$ cat config.mk
export PLATFORM = sky130hd
export DESIGN_NAME = wsg_audio_bridge
export DESIGN_NICKNAME = d
export VERILOG_FILES = /design/src/rtl/wsg_audio_pkg.sv /design/src/rtl/wsg_sample_fifo.sv /design/src/rtl/wsg_audio_bridge.sv
export SDC_FILE = /design/constraint.sdc
export NUM_CORES = 1
export LEC_CHECK = 0
export CAP_MARGIN = 15
export CORE_AREA = 2 2 80 82
export DETAILED_ROUTE_END_ITERATION = 8
export DIE_AREA = 0 0 82 84
export GPL_TIMING_DRIVEN = 0
export HOLD_SLACK_MARGIN = 0.15
export PLACE_DENSITY = 0.71
export SYNTH_ARGS = -nofsm -noshare
export SYNTH_HDL_FRONTEND = slang
export SYNTH_SLANG_ARGS = --single-unit
export TNS_END_PERCENT = 20
$ cat constraint.sdc
create_clock -name clk_pixel -period 2.96 [get_ports clk_pixel]
set_clock_uncertainty 0.1 [all_clocks]
set_input_delay 0.592 -clock clk_pixel [delete_from_list [all_inputs] [get_ports clk_pixel]]
set_output_delay 0.592 -clock clk_pixel [all_outputs]
set_load 0.02 [all_outputs]
$ cat src/rtl/wsg_audio_pkg.sv
// Shared types and constants for the WSG-to-HDMI audio sample path.
package wsg_audio_pkg;

  localparam int unsigned WSG_IN_WIDTH    = 10;
  localparam int unsigned HDMI_OUT_WIDTH  = 16;
  localparam int unsigned WSG_SAMPLE_RATE = 24000;
  localparam int unsigned HDMI_AUDIO_RATE = 48000;

  typedef logic signed [WSG_IN_WIDTH-1:0]   wsg_sample_t;
  typedef logic signed [HDMI_OUT_WIDTH-1:0] hdmi_sample_t;

  typedef enum logic {
    PRIME = 1'b0,
    RUN   = 1'b1
  } bridge_state_t;

endpackage

$ cat src/rtl/wsg_sample_fifo.sv
// Small circular-buffer FIFO with head peek; pointers wrap naturally (power-of-two depth).
module wsg_sample_fifo #(
  parameter int unsigned WIDTH = 10,
  parameter int unsigned DEPTH = 4
) (
  input  logic                     clk_pixel,
  input  logic                     reset_n,
  input  logic                     push_i,
  input  logic [WIDTH-1:0]         data_i,
  input  logic                     pop_i,
  output logic [WIDTH-1:0]         head_c,
  output logic [$clog2(DEPTH):0]   fill_o,
  output logic                     full_c,
  output logic                     empty_c
);

  localparam int unsigned PTR_W = $clog2(DEPTH);
  localparam int unsigned CNT_W = PTR_W + 1;

  logic [WIDTH-1:0] mem_q [DEPTH];
  logic [PTR_W-1:0] wr_ptr_q, rd_ptr_q;
  logic [CNT_W-1:0] count_q;
  logic             do_push_c, do_pop_c;

  // Full/empty are judged on the occupancy before this cycle's push/pop.
  always_comb begin
    full_c    = (count_q == CNT_W'(DEPTH));
    empty_c   = (count_q == '0);
    do_push_c = push_i & ~full_c;
    do_pop_c  = pop_i & ~empty_c;
    head_c    = mem_q[rd_ptr_q];
    fill_o    = count_q;
  end

  // Pointer and occupancy bookkeeping.
  always_ff @(posedge clk_pixel or negedge reset_n) begin
    if (!reset_n) begin
      wr_ptr_q <= '0;
      rd_ptr_q <= '0;
      count_q  <= '0;
    end else begin
      if (do_push_c) wr_ptr_q <= wr_ptr_q + PTR_W'(1);
      if (do_pop_c)  rd_ptr_q <= rd_ptr_q + PTR_W'(1);
      case ({do_push_c, do_pop_c})
        2'b10:   count_q <= count_q + CNT_W'(1);
        2'b01:   count_q <= count_q - CNT_W'(1);
        default: count_q <= count_q;
      endcase
    end
  end

  // Sample storage; only entries below the occupancy are ever read.
  always_ff @(posedge clk_pixel) begin
    if (do_push_c) mem_q[wr_ptr_q] <= data_i;
  end

endmodule

$ cat src/rtl/wsg_audio_bridge.sv
// WSG mix sample -> HDMI audio word bridge: FIFO buffering, 2x upsampling on
// clk_audio falling edges, sticky overflow/underflow flags.
// Build option: define WSG_AUDIO_INTERP_EN for linear interpolation on odd
// phases; otherwise odd phases repeat the current sample.
module wsg_audio_bridge
  import wsg_audio_pkg::*;
#(
  parameter int unsigned IN_WIDTH    = WSG_IN_WIDTH,
  parameter int unsigned OUT_WIDTH   = HDMI_OUT_WIDTH,
  parameter int unsigned FIFO_DEPTH  = 4,
  parameter int unsigned PRIME_LEVEL = 2
) (
  input  logic                          clk_pixel,
  input  logic                          reset_n,
  input  logic                          clk_audio,
  input  logic [IN_WIDTH-1:0]           sample_in,
  input  logic                          sample_valid,
  input  logic                          clear_flags,
  output logic [OUT_WIDTH-1:0]          sample_out,
  output logic [$clog2(FIFO_DEPTH):0]   fill,
  output logic                          overflow,
  output logic                          underflow
);

  localparam int unsigned FILL_W = $clog2(FIFO_DEPTH) + 1;
  localparam int unsigned SHIFT  = OUT_WIDTH - IN_WIDTH;

  bridge_state_t               state_q, state_d;
  logic                        phase_q, phase_d;
  logic signed [IN_WIDTH-1:0]  cur_q, cur_d;
  logic [OUT_WIDTH-1:0]        sample_out_q, sample_out_d;
  logic                        overflow_q, overflow_d;
  logic                        underflow_q, underflow_d;
  logic                        clk_audio_q;
  logic                        tick_c, pop_c, full_c, empty_c;
  logic [IN_WIDTH-1:0]         head_c;

  function automatic logic [OUT_WIDTH-1:0] scale(input logic signed [IN_WIDTH-1:0] x);
    return OUT_WIDTH'(x) <<< SHIFT;
  endfunction

  wsg_sample_fifo #(
    .WIDTH (IN_WIDTH),
    .DEPTH (FIFO_DEPTH)
  ) u_fifo (
    .clk_pixel (clk_pixel),
    .reset_n   (reset_n),
    .push_i    (sample_valid),
    .data_i    (sample_in),
    .pop_i     (pop_c),
    .head_c    (head_c),
    .fill_o    (fill),
    .full_c    (full_c),
    .empty_c   (empty_c)
  );

  assign tick_c = clk_audio_q & ~clk_audio;

`ifdef WSG_AUDIO_INTERP_EN
  logic signed [IN_WIDTH:0]   sum_c;
  logic signed [IN_WIDTH-1:0] avg_c;

  // Floor average of current sample and FIFO head (arithmetic shift rounds toward -inf).
  always_comb begin
    sum_c = (IN_WIDTH+1)'(cur_q) + (IN_WIDTH+1)'($signed(head_c));
    avg_c = IN_WIDTH'(sum_c >>> 1);
  end
`endif

  // Next-state, pop request, output word and sticky flags.
  always_comb begin
    state_d      = state_q;
    phase_d      = phase_q;
    cur_d        = cur_q;
    sample_out_d = sample_out_q;
    overflow_d   = overflow_q;
    underflow_d  = underflow_q;
    pop_c        = 1'b0;

    if (clear_flags) begin
      overflow_d  = 1'b0;
      underflow_d = 1'b0;
    end
    if (sample_valid && full_c) overflow_d = 1'b1;

    case (state_q)
      PRIME: begin
        sample_out_d = '0;
        if (tick_c && (fill >= FILL_W'(PRIME_LEVEL))) begin
          pop_c   = 1'b1;
          cur_d   = $signed(head_c);
          phase_d = 1'b0;
          state_d = RUN;
        end
      end
      RUN: begin
        if (tick_c) begin
          if (!phase_q) begin
            sample_out_d = scale(cur_q);
            phase_d      = 1'b1;
          end else if (!empty_c) begin
`ifdef WSG_AUDIO_INTERP_EN
            sample_out_d = scale(avg_c);
`else
            sample_out_d = scale(cur_q);
`endif
            pop_c        = 1'b1;
            cur_d        = $signed(head_c);
            phase_d      = 1'b0;
          end else begin
            sample_out_d = scale(cur_q);
            underflow_d  = 1'b1;
            phase_d      = 1'b0;
          end
        end
      end
      default: state_d = PRIME;
    endcase
  end

  // State and output registers.
  always_ff @(posedge clk_pixel or negedge reset_n) begin
    if (!reset_n) begin
      state_q      <= PRIME;
      phase_q      <= 1'b0;
      cur_q        <= '0;
      sample_out_q <= '0;
      overflow_q   <= 1'b0;
      underflow_q  <= 1'b0;
      clk_audio_q  <= 1'b0;
    end else begin
      state_q      <= state_d;
      phase_q      <= phase_d;
      cur_q        <= cur_d;
      sample_out_q <= sample_out_d;
      overflow_q   <= overflow_d;
      underflow_q  <= underflow_d;
      clk_audio_q  <= clk_audio;
    end
  end

  assign sample_out = sample_out_q;
  assign overflow   = overflow_q;
  assign underflow  = underflow_q;

endmodule

==> results.py <==
metrics = {
    "run_status": {
        "status": "finished, final reports clean",
    },
    "power": {
        "vdd_drop_max_uv": 382,
        "pwr_density_cell_nw_per_um2": 936,
        "finalPower_w": 0.00329,
        "total_leakage_power_nw": 1.39,
    },
    "finish": {
        "diodes": 0,
        "area_growth_pct": 20.7,
        "layout-drive-gt1-share": 0.197,
        "nets": 250,
        "instances_no_fill": 311,
    },
    "global_routing": {
        "gr-total-overflow": 0,
        "antenna_found_initial": 0,
        "grt_first_pass_wirelength_mm": 7.41,
        "grt_pass1_vias": 1455,
        "grt_usage": 0.150,
        "grt_max_degree": 33,
    },
    "clock_network": {
        "clock-sinks": 72,
        "cts_setup_buffers": 0,
        "clk_pin_slew_ns": 0.08,
        "cts.repair.resized": 0,
        "clock_latency_ns": 0.34,
        "cts_tree": "done",
        "clock_path_buffers": 2,
        "cts_hold_buf": 0,
        "cts_root_buf": "clkbuf_8",
        "cts-htree-levels": 3,
        "cts_buffers": 9,
    },
    "route": {
        "avgRoutedWirePerCell_microns": 14.3,
        "vias_per_cell": 4.80,
        "wl_mm": 4.46,
        "final_antenna_net_count": 0,
        "drt-initial-drc-count": 81,
        "vias": 1493,
        "drtPass1Iterations": 4,
        "drc": 0,
    },
    "floorplanning": {
        "core_sq_um": 6100,
        "row_count": 29,
        "die_h_microns": 84,
        "start_util": 0.478,
        "dieArea_sq_um": 6890,
        "num_io_pins": 36,
        "fp.dieW_microns": 82,
    },
    "sta": {
        "hold_viol": 0,
        "tightest_slew_ns": 0.716,
        "maxSlewViolCount": 0,
        "finalCriticalPeriod_ns": 2.62,
        "holdWs_ns": 0.193,
        "fin_setup_tns_ns": 0,
        "rsz0062_at_grt": "no",
        "setup_viol": 0,
        "finalCritPeriodShare": 0.884,
        "slew-limit-headroom": 0.523,
        "max_freq_mhz": 382,
    },
    "synthesis": {
        "synth_cell_types": 31,
        "seq_area_frac_synth": 0.687,
        "ys_ff_latch": 72,
        "yosys_warnings": 0,
        "synth_area_sq_um": 2910,
        "syn_inst": 184,
        "syn_avg_cell_area_sq_um": 15.8,
    },
    "place": {
        "dp_hpwl_mm": 3.01,
        "gp_congestion": 0.713,
        "io_buffers": 29,
        "dp_cells": 295,
    },
    "setup_path": {
        "worst-path-buf-inv": 4,
        "critical_path_class": "in -> reg",
        "crit_chain": "clkdlybuf4s50_1 > nand2b_4 > o21ai_1 > nand2_1 > buf_4 > inv_1 > ha_1 > inv_1 > fa_1 > xor2_1 > nor2_1 > xor2_1",
        "reg2reg_slack_ns": 0.74,
        "critical_path.max_fanout": 10,
        "crit_family": "buffers and inverters",
        "arrival_ns": 2.79,
        "cp_slowest_stage_delay_ns": 0.45,
        "cp.required_ns": 3.13,
        "r2r_cells": 11,
        "timing.rr.end": "u_fifo.fill_o[2]",
        "endpoint_kind": "flop",
        "reg2reg_from": "u_fifo.fill_o[2]",
        "slowest_stage": "clkdlybuf4s50_1",
        "cp-start-kind": "input port",
    },
    "min_path": {
        "hold_path_class": "in -> async",
    },
    "flow_run": {
        "drv_cap": 0,
    },
}
[where the power goes]
| group | leakage, nW | switching, W | internal (W) |
|---|---|---|---|
| Sequential | 0.755 | 0.000150 | 0.00137 |
| Combinational | 0.531 | 0.000476 | 0.000505 |
| Clock | 0.104 | 0.000390 | 0.000398 |
[cell usage after synthesis]
cell	n	share of area
nand2_1	24	0.031
o21bai_1	1	0.0026
conb_1	1	0.0013
buf_2	1	0.0017
o21ai_1	1	0.0017
clkbuf_1	3	0.0039
o22ai_1	1	0.0021
ha_1	5	0.021
a21boi_1	1	0.0026
o21ai_2	1	0.0030
nand3_1	2	0.0034
mux2i_1	1	0.0034
buf_4	7	0.018
nor2_1	3	0.0039
mux4_1	2	0.018
a21boi_0	10	0.026
mux4_2	8	0.062
mux2_2	10	0.039
dfrtp_1	32	0.27
nand2b_4	1	0.0047
nand3b_1	1	0.0026
and2_1	4	0.0086
xnor2_1	4	0.012
nor2b_1	1	0.0021
o21ai_0	4	0.0069
nor3_1	1	0.0017
buf_6	1	0.0039
inv_1	10	0.013
xor2_1	2	0.0060
fa_1	1	0.0069
edfxtp_1	40	0.41
[cell type report]
type	count	area, sq um
fill	500	2580
sequential	72	2000
multi-input combinational	95	812
timing repair buffer	29	285
clock buffer	9	124
tap	77	96.3
buffer	12	80.1
clock inverter	7	78.8
inverter	10	37.5
[kinds of logic after synthesis]
kind of cell	after synthesis	share of synthesized area
AOI/OAI and AO/OA	19	0.0447
xor gates and xnor gates	6	0.0180
buffers and inverters	22	0.0404
adders and majority gates	6	0.0284
and+or+nand+nor	37	0.0580
other	1	0.00129
muxes	21	0.122
DFF	72	0.687
[how the worst max path moves through the flow]
stage,slack [ns],startpoint,cells past startpoint,endpoint
2_1_floorplan,0.61,clk_audio,11,u_fifo.fill_o[2]
3_3_place_gp,0.01,clk_audio,12,u_fifo.fill_o[2]
3_5_place_dp,-0.02,clk_audio,12,u_fifo.fill_o[2]
4_1_cts,0.34,clk_audio,12,u_fifo.fill_o[2]
5_1_grt,0.16,clk_audio,12,u_fifo.fill_o[2]
6_report,0.34,clk_audio,12,u_fifo.fill_o[2]
[per-layer routing]
metal / part of all wire / vias to the layer above / GRT usage
li1: - / 733 / -
met1: 0.45 / 715 / 0.203
met2: 0.48 / 33 / 0.216
met3: 0.037 / 12 / 0.0390
met4: 0.032 / 0 / 0.0909
met5: 0 / - / 0
[worst reg2reg max path: stages, from the launching register on]
cell and delay, ns:
dfrtp_1 0.45, nor2_1 0.09, o21ai_2 0.13, nand2_1 0.11, buf_4 0.20, inv_1 0.06, ha_1 0.17, inv_1 0.06
fa_1 0.37, xor2_1 0.15, nor2_1 0.11, xor2_1 0.15
[cells in the final DEF (no fill, tap or decap), drive strengths merged]
master and instances:
fa 1, ha 5, xor2 2, mux2 10, dfrtp 32, mux4 10
nand2b 1, edfxtp 40, mux2i 1, a21boi 11, o21bai 1, nand2 24
o21ai 6, clkdlybuf4s50 28, buf 10, inv 12, and2 4, o22ai 1
nor2 3, nor2b 1, nor3 1, clkbuf 12, xnor2 4, nand3b 1
nand3 2, conb 6, clkinv 4, bufinv 1
[per-stage QoR]
| step | utilization | area [sq um] | setup slack, ns |
|---|---|---|---|
| finish | 0.577 | 3520 | 0.343 |
| detailed placement | 0.544 | 3310 | -0.0193 |
| global route | 0.577 | 3520 | 0.162 |
| global placement | 0.544 | 3320 | 0.0113 |
| CTS | 0.577 | 3520 | 0.339 |
| floorplan | - | 2930 | 0.613 |
[state kept, by name, indices dropped and copies added (netlist names)]
register / count
u_fifo.mem_q: 40
underflow: 1
u_fifo.wr_ptr_q: 2
u_fifo.fill_o: 3
state_q: 1
overflow: 1
phase_q: 1
u_fifo.rd_ptr_q: 2
cur_q: 10
sample_out: 10
clk_audio_q: 1
(Power assumes the default switching activity.)
